**config.mk**
```make
export PLATFORM = sky130hd
export DESIGN_NAME = btn_event_ctrl
export DESIGN_NICKNAME = d
export VERILOG_FILES = /design/src/rtl/btn_pkg.sv /design/src/rtl/btn_sample_filt.sv /design/src/rtl/btn_event_ctrl.sv
export SDC_FILE = /design/constraint.sdc
export NUM_CORES = 1
export LEC_CHECK = 0
export BUFFER_PORTS_ARGS = -buffer_cell sky130_fd_sc_hd__buf_2
export CAP_MARGIN = 20
export CORE_MARGIN = 2
export CORE_UTILIZATION = 45
export DETAILED_ROUTE_END_ITERATION = 16
export GPL_TIMING_DRIVEN = 0
export HOLD_SLACK_MARGIN = 0.06
export PLACE_DENSITY_LB_ADDON = 0.2
export RECOVER_POWER = 50
export SYNTH_ARGS = -nofsm -noshare
export SYNTH_HDL_FRONTEND = slang
export SYNTH_SLANG_ARGS = --single-unit
```
**constraint.sdc**
```tcl
create_clock -name clk -period 5.05 [get_ports clk]
set_input_delay 0.505 -clock clk [delete_from_list [all_inputs] [get_ports clk]]
set_output_delay 0.505 -clock clk [all_outputs]
set_load 0.01 [all_outputs]
```
**src/rtl/btn_pkg.sv**
```systemverilog
// Shared definitions for the front-panel button controller: FSM state
// encoding, default timing constants and small constant-evaluation helpers.
package btn_pkg;

    // Event FSM state encoding.
    typedef enum logic [1:0] {
        IDLE     = 2'd0,
        PRESS    = 2'd1,
        LONG     = 2'd2,
        WAIT_REL = 2'd3
    } btn_state_e;

    // Defaults sized for a 27 MHz system clock (~9.7 ms sample period).
    localparam int DEF_SAMPLE_DIV   = 262144;
    localparam int DEF_LONG_TICKS   = 100;
    localparam int DEF_REPEAT_TICKS = 20;

    // Ceiling log2; returns 0 for values of 0 or 1.
    function automatic int clog2(input int value);
        int res;
        int rem;
        res = 0;
        rem = value - 1;
        while (rem > 0) begin
            res = res + 1;
            rem = rem >> 1;
        end
        return res;
    endfunction

    // Ceiling log2 clamped to at least one bit, for index ports.
    function automatic int width_min1(input int value);
        return (clog2(value) < 1) ? 1 : clog2(value);
    endfunction

    // Index of the lowest set bit among the first n bits (0 when none set).
    function automatic int lowest_set(input logic [31:0] vec, input int n);
        int idx;
        idx = 0;
        for (int i = n - 1; i >= 0; i--) begin
            if (vec[i]) begin
                idx = i;
            end
        end
        return idx;
    endfunction

endpackage

```
**src/rtl/btn_sample_filt.sv**
```systemverilog
// Key conditioning front end: two-flop synchroniser, shared sample tick
// divider and a per-key two-sample debounce filter. btn_level changes only
// when two consecutive tick samples agree; tick_d marks the cycle in which
// the freshly filtered level is visible.
module btn_sample_filt
    import btn_pkg::*;
#(
    parameter int N_BTN      = 4,
    parameter int SAMPLE_DIV = DEF_SAMPLE_DIV
) (
    input  logic             clk,
    input  logic             rst,
    input  logic [N_BTN-1:0] btn_n,
    output logic [N_BTN-1:0] btn_level,
    output logic             tick_d
);

    localparam int              DIV_W    = clog2(SAMPLE_DIV);
    localparam logic [DIV_W-1:0] DIV_LAST = DIV_W'(SAMPLE_DIV - 1);

    logic [N_BTN-1:0] sync1_q, sync1_d;
    logic [N_BTN-1:0] sync2_q, sync2_d;
    logic [N_BTN-1:0] samp_q, samp_d;
    logic [N_BTN-1:0] level_q, level_d;
    logic [DIV_W-1:0] div_cnt_q, div_cnt_d;
    logic             tick_d_q, tick_d_d;
    logic             tick_s;
    logic [N_BTN-1:0] synced_s;
    logic [N_BTN-1:0] agree_s;

    // Next-state logic for synchroniser, divider and debounce filter.
    always_comb begin
        synced_s = ~sync2_q;
        tick_s   = (div_cnt_q == DIV_LAST);
        sync1_d  = btn_n;
        sync2_d  = sync1_q;
        tick_d_d = tick_s;
        agree_s  = ~(synced_s ^ samp_q);
        samp_d   = samp_q;
        level_d  = level_q;
        if (tick_s) begin
            div_cnt_d = {DIV_W{1'b0}};
            samp_d    = synced_s;
            level_d   = (agree_s & synced_s) | (~agree_s & level_q);
        end else begin
            div_cnt_d = div_cnt_q + DIV_W'(1);
        end
    end

    // Register update with synchronous reset.
    always_ff @(posedge clk) begin
        if (rst) begin
            sync1_q   <= {N_BTN{1'b0}};
            sync2_q   <= {N_BTN{1'b0}};
            samp_q    <= {N_BTN{1'b0}};
            level_q   <= {N_BTN{1'b0}};
            div_cnt_q <= {DIV_W{1'b0}};
            tick_d_q  <= 1'b0;
        end else begin
            sync1_q   <= sync1_d;
            sync2_q   <= sync2_d;
            samp_q    <= samp_d;
            level_q   <= level_d;
            div_cnt_q <= div_cnt_d;
            tick_d_q  <= tick_d_d;
        end
    end

    assign btn_level = level_q;
    assign tick_d    = tick_d_q;

endmodule

```
**src/rtl/btn_event_ctrl.sv**
```systemverilog
// Front-panel button controller: debounces N_BTN active-low keys and runs a
// single arbitrated event FSM producing short-press, long-press and
// auto-repeat pulses. The first key pressed owns the FSM until every key is
// released. Optional macro BTN_AUTO_REPEAT_EN enables auto-repeat pulses in
// the long-held state; without it repeat_pulse is constant 0.
module btn_event_ctrl
    import btn_pkg::*;
#(
    parameter int N_BTN        = 4,
    parameter int SAMPLE_DIV   = DEF_SAMPLE_DIV,
    parameter int LONG_TICKS   = DEF_LONG_TICKS,
    parameter int REPEAT_TICKS = DEF_REPEAT_TICKS
) (
    input  logic                           clk,
    input  logic                           rst,
    input  logic [N_BTN-1:0]               btn_n,
    output logic [N_BTN-1:0]               btn_level,
    output logic [N_BTN-1:0]               short_pulse,
    output logic [N_BTN-1:0]               long_pulse,
    output logic [N_BTN-1:0]               repeat_pulse,
    output logic [width_min1(N_BTN)-1:0]   owner,
    output logic                           busy
);

    localparam int               OWN_W     = width_min1(N_BTN);
    localparam int               HOLD_W    = clog2(LONG_TICKS);
    localparam logic [HOLD_W-1:0] HOLD_LAST = HOLD_W'(LONG_TICKS - 1);
    localparam logic [N_BTN-1:0] ONE_S     = N_BTN'(1'b1);

    logic [N_BTN-1:0]  btn_level_s;
    logic              tick_d_s;
    logic [N_BTN-1:0]  owner_oh_s;

    btn_state_e        state_q, state_d;
    logic [OWN_W-1:0]  owner_q, owner_d;
    logic [HOLD_W-1:0] hold_cnt_q, hold_cnt_d;
    logic [N_BTN-1:0]  short_q, short_d;
    logic [N_BTN-1:0]  long_q, long_d;

`ifdef BTN_AUTO_REPEAT_EN
    localparam int              REP_W    = clog2(REPEAT_TICKS) + 1;
    localparam logic [REP_W-1:0] REP_LAST = REP_W'(REPEAT_TICKS - 1);
    logic [REP_W-1:0]  rep_cnt_q, rep_cnt_d;
    logic [N_BTN-1:0]  repeat_q, repeat_d;
`endif

    btn_sample_filt #(
        .N_BTN      (N_BTN),
        .SAMPLE_DIV (SAMPLE_DIV)
    ) u_filt (
        .clk       (clk),
        .rst       (rst),
        .btn_n     (btn_n),
        .btn_level (btn_level_s),
        .tick_d    (tick_d_s)
    );

    // Event FSM: next state, counters and one-cycle pulse requests.
    always_comb begin
        owner_oh_s = ONE_S << owner_q;
        state_d    = state_q;
        owner_d    = owner_q;
        hold_cnt_d = hold_cnt_q;
        short_d    = {N_BTN{1'b0}};
        long_d     = {N_BTN{1'b0}};
`ifdef BTN_AUTO_REPEAT_EN
        rep_cnt_d  = rep_cnt_q;
        repeat_d   = {N_BTN{1'b0}};
`endif
        if (tick_d_s) begin
            case (state_q)
                IDLE: begin
                    if (btn_level_s != {N_BTN{1'b0}}) begin
                        owner_d    = OWN_W'(lowest_set(32'(btn_level_s), N_BTN));
                        hold_cnt_d = {HOLD_W{1'b0}};
                        state_d    = PRESS;
                    end else begin
                        state_d    = IDLE;
                    end
                end
                PRESS: begin
                    if (!btn_level_s[owner_q]) begin
                        short_d = owner_oh_s;
                        state_d = WAIT_REL;
                    end else if (hold_cnt_q == HOLD_LAST) begin
                        long_d    = owner_oh_s;
`ifdef BTN_AUTO_REPEAT_EN
                        rep_cnt_d = {REP_W{1'b0}};
`endif
                        state_d   = LONG;
                    end else begin
                        hold_cnt_d = hold_cnt_q + HOLD_W'(1);
                    end
                end
                LONG: begin
`ifdef BTN_AUTO_REPEAT_EN
                    if (!btn_level_s[owner_q]) begin
                        state_d = WAIT_REL;
                    end else if (rep_cnt_q == REP_LAST) begin
                        repeat_d  = owner_oh_s;
                        rep_cnt_d = {REP_W{1'b0}};
                    end else begin
                        rep_cnt_d = rep_cnt_q + REP_W'(1);
                    end
`else
                    if (!btn_level_s[owner_q]) begin
                        state_d = WAIT_REL;
                    end else begin
                        state_d = LONG;
                    end
`endif
                end
                WAIT_REL: begin
                    if (btn_level_s == {N_BTN{1'b0}}) begin
                        state_d = IDLE;
                    end else begin
                        state_d = WAIT_REL;
                    end
                end
                default: begin
                    state_d = IDLE;
                end
            endcase
        end else begin
            state_d = state_q;
        end
    end

    // FSM state, owner, counters and pulse registers with synchronous reset.
    always_ff @(posedge clk) begin
        if (rst) begin
            state_q    <= IDLE;
            owner_q    <= {OWN_W{1'b0}};
            hold_cnt_q <= {HOLD_W{1'b0}};
            short_q    <= {N_BTN{1'b0}};
            long_q     <= {N_BTN{1'b0}};
`ifdef BTN_AUTO_REPEAT_EN
            rep_cnt_q  <= {REP_W{1'b0}};
            repeat_q   <= {N_BTN{1'b0}};
`endif
        end else begin
            state_q    <= state_d;
            owner_q    <= owner_d;
            hold_cnt_q <= hold_cnt_d;
            short_q    <= short_d;
            long_q     <= long_d;
`ifdef BTN_AUTO_REPEAT_EN
            rep_cnt_q  <= rep_cnt_d;
            repeat_q   <= repeat_d;
`endif
        end
    end

    assign btn_level    = btn_level_s;
    assign short_pulse  = short_q;
    assign long_pulse   = long_q;
`ifdef BTN_AUTO_REPEAT_EN
    assign repeat_pulse = repeat_q;
`else
    assign repeat_pulse = {N_BTN{1'b0}};
`endif
    assign owner        = owner_q;
    assign busy         = (state_q != IDLE);

endmodule
```
# Word level (Yosys, flattened, before mapping)
# Cells that the tools add are included.
# classes
add_sub_neg	2
order_cmp	1
n_eq_ne	9
n_shift	1
mux	16
bitwise_logic	11
reduce_logical	11
# ops
cell	count
$mux W7	3
$add A18 B1 Y18 const B	1
$eq A18 B18 Y1 const B	1
$mux W2	7
$pmux W7 S2	1
$not A4 Y4	3
$and A4 B4 Y4	2
$pmux W2 S4	1
$add A7 B1 Y7 const B	1
$eq A7 B7 Y1 const B	1
$ne A2 B2 Y1 const B	3
$reduce_and A5 Y1	1
$reduce_or A5 Y1	1
$eq A2 B2 Y1 const B	2
$logic_not A4 Y1	1
$not A1 Y1	4
$or A4 B4 Y4	1
$reduce_bool A2 Y1	2
$reduce_bool A4 Y1	1
$reduce_or A4 Y1	1
$shl A1 B2 Y4 const A	1
$xor A4 B4 Y4	1
$lt A2 B3 Y1 const B	1
$mux W1	3
7 further kinds	7
# totals
reg_bits	54
input_bits	6
output_inout_bits	19

# Longest topological paths before layout
# Gate-level depths: netlist (run 1).
# logic_depth
word_depth	6
depth_mapped	6
ltp_nobuf	6

# Modules after synthesis
# From an unflattened synthesis (run 1), not the netlist that was laid out.
# hier_totals
hier_cells	281
area_unflattened_um2	2566.2
# by_module_without_submodules
mod	n_inst	cells_each	area_each_um2	seq_area_each_um2
btn_sample_filt	1	157	1470.2	700.7
btn_event_ctrl	1	124	1096.1	380.4

# Least setup slack after synthesis (run 1)
# Ideal clock, no wire load.
# synth_path
path_type	reg2reg
from	register u_filt.div_cnt_q[0]
to	register u_filt.div_cnt_q[16]
arrival_ns	1.858
t_required_ns	4.980
setup_slack_ns	3.122
stages_incl_launch_ff	7
cell_sequence	dfxtp_1 -> ha_1 -> nand3_1 -> or4_1 -> buf_2 -> or3_1 -> a21oi_1
# synth_via
elab_chain_cells	2
word_cells_on_any_way	3
# synth_rtl
element	line	text
from (decl)	btn_sample_filt.sv:25	logic [DIV_W-1:0] div_cnt_q, div_cnt_d;
from (signal assigned)	btn_sample_filt.sv:57	div_cnt_q <= {DIV_W{1'b0}};
from (signal assigned)	btn_sample_filt.sv:64	div_cnt_q <= div_cnt_d;
branches (longest 2 deep; another with $add A18 B1 Y18)	--	
# Parallel ways; which one is timed is not known.
# A chain may end at the register's enable or synchronous reset.

# Worst setup path after layout (run 1)
# layout_path
from	register u_filt.div_cnt_q[0]
to	register u_filt.div_cnt_q[7]
# The elaborated chain is that of the path after synthesis.

==> out/qor.csv, run 1 <==
metric;value;unit
outcome;complete, no violations;
Vias;1852;
num ports;25;
Simple-Gate Fraction of Synth Area;0.231;
first-pass GRT wire length;7400;µm
Yosys cell types;47;
insertion delay to the later sink of the worst-skew pair;0.30;ns
Post-Synth Adder-Cell Area;0.0322;
Fmax achieved;451;MHz
Fillers;501;
GRT Util Overall;0.155;
commonest cells in the netlist;54 x dfxtp_1, 30 x nor2_1, 20 x inv_1;
EDFF count, synth;0;
area leader, netlist;dfxtp_1;
Leak;0.915;nW
die width;76.0;µm
CP startpoint kind;flip-flop;
Tmin final;2.22;ns
final worst slack;2.83;ns
number of nets with antenna violations after routing;0;
Routed Wire Length;4160;µm
R2R depth;6;
clock skew;0.00615;ns
CTS Buf Count;5;
routability cong.;0.820;
Die Ht;76.0;µm
Initial DRT Pass Iterations;4;
Post-DP Area;0.00253;mm²
row cnt;26;
Peak VDD IR;0.182;mV
compound-gate portion of the synthesized area;0.146;
max-cap viol count;0;
Final setup viols;0;
crit end category;flip-flop;
Synth Area in XOR/XNOR;0.0451;
Synth Cell Area;0.00233;mm²
register area share after synthesis;0.464;
PD cells;268;mW/mm²
Crit Path Class;reg -> reg;
crit path max fanout;10;
cts repair resizes;0;
Clock Path Buffers;2;
vias in the first global route;1667;
Seq cells post-synth;54;
share of cells above drive strength 1;0.0833;
Area Overhead vs Synth;10.3;%
Root Buffer;clkbuf_8;
Hold Path Depth;2;
initial core utilization;0.462;
CTS clk-pin slew, worst paths;0.09;ns
max-slew violations;0;
DRC violations left;0;
main flop type after synthesis;dfxtp_1;
worst-margin pin slew;0.968;ns
worst min path class;in -> reg;
DP HPWL;3010;µm
WL/cell;11.6;µm
Synth warnings;0;
setup repair bufs after CTS;0;
Post-Synthesis Cells;258;
Rel. slew slack;0.349;
initial drt markers;54;
Final Hold Vio Count;0;
Critical Path AT;2.41;ns
post-DR vias/cell;5.17;
final period utilization;0.439;
synth top area cells;dfxtp_1 46%, nor2_1 4.8%, xnor2_1 3.8%;
main combinational cell family by area after synthesis;simple AND/OR/NAND/NOR gates;
setup TNS;0;ns
# nets final;300;
grt ovf;0;
CTS tree;yes;
n_diodes;0;
most frequent cell after synthesis;dfxtp_1;
largest net degree at the start of global routing;15;
initial antenna violation count;0;
ys async rst share;0;
worst endpoint required time;5.24;ns
multiplexer share of the synthesized area;0.0145;
I/O Buffers;20;
Yosys top cell area share;0.464;
post-cts hold buffer count;0;
Final Cell Area;0.00257;mm²
RSZ-0062 raised after global routing;false;
pre-CTS setup slack;2.81;ns
Die Area;0.00577;mm²
Sink Count;54;
CTS HTree Levels;2;
core area;0.00504;mm²
syn_area_per_cell;9.03;µm²
cell type report:
class                      count  area, µm²  area share
clock buffer                   7       76.3      0.0297
tap                           70       87.6      0.0341
multi-input combinational    176       1100       0.429
timing repair buffer          20       80.1      0.0312
inverter                      20       75.1      0.0292
buffer                        11       66.3      0.0258
sequential                    54       1080       0.421
path summary, 6_finish.rpt:
path / start / to / slack (ns)
min: btn_n[0] / u_filt.sync1_q[0] / 0.41
max: u_filt.div_cnt_q[0] / u_filt.div_cnt_q[7] / 2.83
min reg2reg: u_filt.sync2_q[0] / u_filt.samp_q[0] / 0.44
max reg2reg: u_filt.div_cnt_q[0] / u_filt.div_cnt_q[7] / 2.83
state kept, by name (all words and copies together), names as in the netlist, named ones only:
name,flops
short_pulse,4
state_q,2
long_pulse,4
u_filt.sync1_q,4
u_filt.samp_q,4
u_filt.sync2_q,4
u_filt.tick_d,1
u_filt.div_cnt_q,18
hold_cnt_q,7
owner,2
worst max-delay path, stage by stage, from the launching register on:
cell     delay, ns
dfxtp_1       0.38
ha_1          0.22
nand3_1       0.19
or4_1         0.58
o21ai_0       0.37
buf_2         0.29
nor2_1        0.08
cell families after synthesis:
group                      Yosys count
xor gates and xnor gates            12
and+or+nand+nor                    101
buffers and inverters               31
other                                1
adders and majority gates            6
muxes                                2
AOI/OAI and AO/OA                   51
DFF                                 54
layer usage:
layer / vias up / share of wire / routed length, µm / global-route usage
li1: 969 / - / - / -
met1: 839 / 0.49 / 2030 / 0.203
met2: 38 / 0.45 / 1880 / 0.248
met3: 6 / 0.044 / 184 / 0.0381
met4: 0 / 0.015 / 63 / 0.0600
met5: - / 0 / 0 / 0
cells in the final DEF, fill, tap and decap left out, types with 5 or more instances in the layout:
master / n
nor3_1: 15
a21oi_1: 10
clkbuf_1: 21
and3_1: 7
xnor2_1: 10
nand3_1: 5
inv_1: 20
nand4_1: 11
nor2b_1: 9
ha_1: 6
nand2_1: 7
clkbuf_8: 5
nor2_1: 30
dfxtp_1: 54
a31oi_1: 5
buf_2: 6
o21ai_0: 15
power by group:
group	total (mW)	leakage, nW	internal, mW	switching, mW
Sequential	0.438	0.437	0.432	0.00528
Combinational	0.0284	0.440	0.0114	0.0171
Clock	0.222	0.0383	0.0958	0.126
stage by stage:
| step | instances | util | total power [mW] | hold WS (ns) |
|---|---|---|---|---|
| finish | 358 | 0.510 | 0.688 | 0.410 |
| global route | 358 | 0.510 | 0.724 | 0.418 |
| global placement | 351 | 0.501 | 0.477 | 0.418 |
| detailed placement | 351 | 0.501 | 0.478 | 0.424 |
| floorplan | 261 | - | 0.468 | 0.414 |
| CTS | 358 | 0.517 | 0.699 | 0.404 |
Note: power is estimated with default switching activity, not from simulation.
==> inputs of run 2 (changes only) <==
==> constraint.sdc (replaced) <==
create_clock -name clk -period 2.03 [get_ports clk]
set_input_delay 0.203 -clock clk [delete_from_list [all_inputs] [get_ports clk]]
set_output_delay 0.203 -clock clk [all_outputs]
set_load 0.01 [all_outputs]
==> run 2 against run 1 <==
Critical path depth did not move. Register-to-register slack got worse by 2.7 ns. Sequential share of layout area shrank 0.84 points. Final cell count stayed put. Largest power group unchanged.
==> out/qor.csv, run 2 (synthesized netlist as in run 1, its figures left out) <==
metric;value;unit
outcome;complete, no violations;
sw power;373;µW
worst-path cell chain;ha_4, nand3_4, or4_4, buf_4, or3_1, a21oi_1;
initial drt markers;60;
max-slew violations;0;
first-pass GRT wire length;7450;µm
routability cong.;0.820;
biggest regs;u_filt.div_cnt_q: 18 flops, hold_cnt_q: 7 flops;
number of nets with antenna violations after routing;0;
reg2reg start;u_filt.div_cnt_q[0];
hold_sp;btn_n[0];
DP HPWL;3010;µm
Initial DRT Pass Iterations;4;
setup TNS;0;ns
Sw Share;0.217;
CTS HTree Levels;2;
CTS Buf Count;5;
Crit Path Class;reg -> reg;
share of cells above drive strength 1;0.132;
row cnt;26;
post-cts hold buffer count;0;
setup repair bufs after CTS;0;
GRT Util Overall;0.156;
grt ovf;0;
crit end category;flip-flop;
crit path max fanout;10;
WL/cell;11.9;µm
I/O Buffers;20;
largest net degree at the start of global routing;15;
cell family with most CP delay;simple AND/OR/NAND/NOR gates;
R2R depth;6;
Area Overhead vs Synth;13.2;%
most frequent cells in the layout;51 x dfxtp_1, 30 x nor2_1, 20 x inv_1;
insertion delay to the later sink of the worst-skew pair;0.30;ns
Final setup viols;0;
most common cell after layout, fill and taps aside;dfxtp_1;
PD cells;652;mW/mm²
Clock Path Buffers;2;
post-DR vias/cell;5.18;
Critical Path AT;2.17;ns
number of flip-flops in the largest register;18;
R2R setup slack;0.09;ns
Vias;1855;
WP buf/inv;1;
Die Area;0.00577;mm²
Sink Count;54;
Die Ht;76.0;µm
Gate power share;0.044;
r2r endpoint;u_filt.div_cnt_q[16];
Crit-path slowest cell;or4_4;
Routed Wire Length;4250;µm
die width;76.0;µm
RSZ-0062 raised after global routing;true;
max-cap viol count;0;
DRC violations left;0;
worst endpoint required time;2.26;ns
# nets final;300;
Internal;1.35;mW
Clock power frac;0.321;
core area;0.00504;mm²
Rel. slew slack;0.447;
cts repair resizes;8;
hold slack final;0.109;ns
worst min path class;in -> reg;
Peak VDD IR;0.455;mV
CTS clk-pin slew, worst paths;0.09;ns
initial antenna violation count;0;
vias in the first global route;1680;
Tmin final;1.94;ns
Largest Register;u_filt.div_cnt_q;
CP Depth;6;
n_diodes;0;
Leak;0.950;nW
WHS Endpoint;u_filt.sync1_q[0];
Hold Path Depth;2;
num ports;25;
clock skew;0.00586;ns
final period utilization;0.956;
worst-margin pin slew;0.821;ns
initial core utilization;0.462;
final core occ;0.523;
sequential share of power;0.635;
CTS tree;yes;
Root Buffer;clkbuf_8;
CP peak stage delay;0.56;ns
CP startpoint kind;flip-flop;
Fmax achieved;515;MHz
Final Hold Vio Count;0;
run 2: cell count changes in the layout (fill, tap and decap cells not counted), sizes merged:
cell    delta
buf        +5
clkbuf     -5
run 2: metal layers:
layer	wire length, µm	part of all wire	global-route usage	vias to the layer above
li1	-	-	-	967
met1	2030	0.48	0.203	849
met2	1980	0.47	0.252	32
met3	178	0.042	0.0381	7
met4	61	0.014	0.0600	0
met5	0	0	0	-
run 2: how the worst max path moves through the flow:
stage                                   start              endpoint  slack [ns]
after CTS                 u_filt.div_cnt_q[0]  u_filt.div_cnt_q[16]       0.004
after detailed placement  u_filt.div_cnt_q[0]   u_filt.div_cnt_q[7]       -0.21
after global placement    u_filt.div_cnt_q[0]  u_filt.div_cnt_q[13]       -0.19
final                     u_filt.div_cnt_q[0]  u_filt.div_cnt_q[16]        0.09
after floorplan           u_filt.div_cnt_q[0]  u_filt.div_cnt_q[16]        0.10
after global routing      u_filt.div_cnt_q[7]  u_filt.div_cnt_q[16]       -0.01
run 2: final cells by class:
cell class | count | area, µm²
buffer | 11 | 75.1
clock buffer | 7 | 76.3
fill | 495 | 2400
inverter | 20 | 75.1
multi-input combinational | 176 | 1150
sequential | 54 | 1090
tap | 70 | 87.6
timing repair buffer | 20 | 86.3
run 2: metrics by stage:
step	setup WS, ns	cell area (µm²)	power [mW]	std cells
2_1_floorplan	0.102	2340	1.17	261
3_3_place_gp	-0.187	2530	1.19	351
3_5_place_dp	-0.211	2530	1.19	351
4_1_cts	0.00389	2630	1.74	358
5_1_grt	-0.0130	2640	1.81	358
6_report	0.0885	2640	1.72	358
run 2: power groups by stage:
stage                     registers (mW)  clock network [mW]  logic, mW
after floorplan                     1.11                   0     0.0538
after global placement              1.11                   0     0.0734
after detailed placement            1.11                   0     0.0742
after CTS                           1.09               0.575     0.0757
after global routing                1.09               0.627     0.0868
final                               1.09               0.552     0.0759
==> inputs of run 3 (changes only) <==
--- a/config.mk
+++ b/config.mk
@@ -9,6 +9,7 @@
 export CAP_MARGIN = 20
 export CORE_MARGIN = 2
 export CORE_UTILIZATION = 45
+export CTS_BUF_LIST = sky130_fd_sc_hd__clkbuf_4
 export DETAILED_ROUTE_END_ITERATION = 16
 export GPL_TIMING_DRIVEN = 0
 export HOLD_SLACK_MARGIN = 0.06
==> run 3 against run 2 <==
Non-clock buffer count grew 5. Setup slack lost 0.011 ns. Largest power group unchanged. Clock power down 17%. Critical endpoint unchanged. Maximum frequency is 0.58% lower. Via count is 1.3% higher. Global-route usage rose by 0.076 points. Clock skew increased by 0.0042 ns. Routed wire length up 0.71%. Total power is 4.9% lower. Sequential share of layout area is 0.58 points lower.
==> out/qor.csv, run 3 (synthesized netlist as in run 1, its figures left out) <==
metric;value;unit
outcome;complete, no violations;
row cnt;26;
Tmin final;1.95;ns
biggest regs;u_filt.div_cnt_q: 18 flops, hold_cnt_q: 7 flops;
clock skew;0.0100;ns
Final setup viols;0;
initial drt markers;72;
PD cells;613;mW/mm²
Critical Path AT;2.24;ns
grt ovf;0;
most frequent cells in the layout;51 x dfxtp_1, 30 x nor2_1, 20 x inv_1;
insertion delay to the later sink of the worst-skew pair;0.36;ns
Die Ht;76.0;µm
initial core utilization;0.462;
Post-DP Area;0.00253;mm²
worst min path class;in -> reg;
CTS HTree Levels;2;
post-DR vias/cell;5.18;
Routed Wire Length;4280;µm
n_diodes;0;
hold slack final;0.316;ns
largest net degree at the start of global routing;15;
crit end category;flip-flop;
share of cells above drive strength 1;0.150;
Leak;0.979;nW
final cell count without fillers;363;
most common cell after layout, fill and taps aside;dfxtp_1;
vias in the first global route;1694;
pre-CTS setup slack;-0.211;ns
core area;0.00504;mm²
Clock Path Buffers;2;
first-pass GRT wire length;7530;µm
Area Overhead vs Synth;14.6;%
GRT Util Overall;0.157;
number of flip-flops in the largest register;18;
# nets final;305;
DRC violations left;0;
die width;76.0;µm
final period utilization;0.962;
Rel. slew slack;0.457;
Fmax achieved;512;MHz
worst endpoint required time;2.32;ns
DP HPWL;3010;µm
max-cap viol count;0;
CP startpoint kind;flip-flop;
Final Cell Area;0.00267;mm²
CTS clk-pin slew, worst paths;0.14;ns
Fillers;502;
CTS Buf Count;5;
Peak VDD IR;0.402;mV
num ports;25;
final worst slack;0.0771;ns
max-slew violations;0;
number of nets with antenna violations after routing;0;
crit path max fanout;10;
RSZ-0062 raised after global routing;true;
routability cong.;0.820;
Sink Count;54;
I/O Buffers;20;
final core occ;0.529;
CTS tree;yes;
Root Buffer;clkbuf_4;
Vias;1880;
Die Area;0.00577;mm²
Largest Register;u_filt.div_cnt_q;
initial antenna violation count;0;
WL/cell;11.8;µm
Initial DRT Pass Iterations;4;
Final Hold Vio Count;0;
Inst Count DP;351;
Crit Path Class;reg -> reg;
worst-margin pin slew;0.807;ns
[run 3: cell types whose count changed in the layout (fill, tap and decap cells not counted), sizes merged]
cell         previous run  this run
clkbuf                 21        18
buf                    17        21
dlygate4sd3             0         4
[run 3: per-stage QoR]
| stage | total power [mW] | setup TNS (ns) |
|---|---|---|
| 3_3_place_gp | 1.19 | -2.00 |
| 3_5_place_dp | 1.19 | -2.25 |
| 2_1_floorplan | 1.17 | 0 |
| 5_1_grt | 1.73 | -0.0296 |
| 6_report | 1.63 | 0 |
| 4_1_cts | 1.66 | 0 |
[run 3: layer usage]
metal,vias to the layer above,GRT usage,share of wire
li1,982,-,-
met1,857,0.205,0.48
met2,33,0.255,0.46
met3,8,0.0345,0.041
met4,0,0.0600,0.018
met5,-,0,0
[run 3: path summary, 6_finish.rpt]
path | startpoint | endpoint | slack (ns) | cells past startpoint
worst max-delay path | u_filt.div_cnt_q[0] | u_filt.div_cnt_q[16] | 0.08 | 6
worst min-delay path | rst | u_filt.sync1_q[0] | 0.32 | 3
worst max register to register | u_filt.div_cnt_q[0] | u_filt.div_cnt_q[16] | 0.08 | 6
worst min register to register | u_filt.sync2_q[0] | u_filt.samp_q[0] | 0.44 | 1
[run 3: worst max-delay path, stage by stage, from the launching register on]
cell and delay (ns):
dfxtp_2 0.39, ha_4 0.16, nand3_4 0.11, or4_4 0.56, buf_4 0.18, or3_1 0.34
a21oi_1 0.15
[run 3: layout make-up]
cell class              count  area (µm²)  area share
clock buffers               7        52.6      0.0197
flip-flops and latches     54        1080       0.406
well taps                  70        87.6      0.0328
plain buffers              11        82.6      0.0309
repair buffers             25         136      0.0511
inverters                  20        75.1      0.0281
multi-input cells         176        1150       0.431
[run 3: where the power goes]
| group | internal (mW) | total [mW] | switching, mW |
|---|---|---|---|
| logic | 0.0409 | 0.0857 | 0.0448 |
| registers | 1.08 | 1.09 | 0.0153 |
| clock network | 0.158 | 0.456 | 0.298 |
[run 3: repair_timing]
item                       in CTS  in global routing
hold endpoints to repair        4                  0
hold buffers                    4                  0
setup endpoints to repair      23                 21
buffers inserted                1                  0
gates resized for setup         8                  5
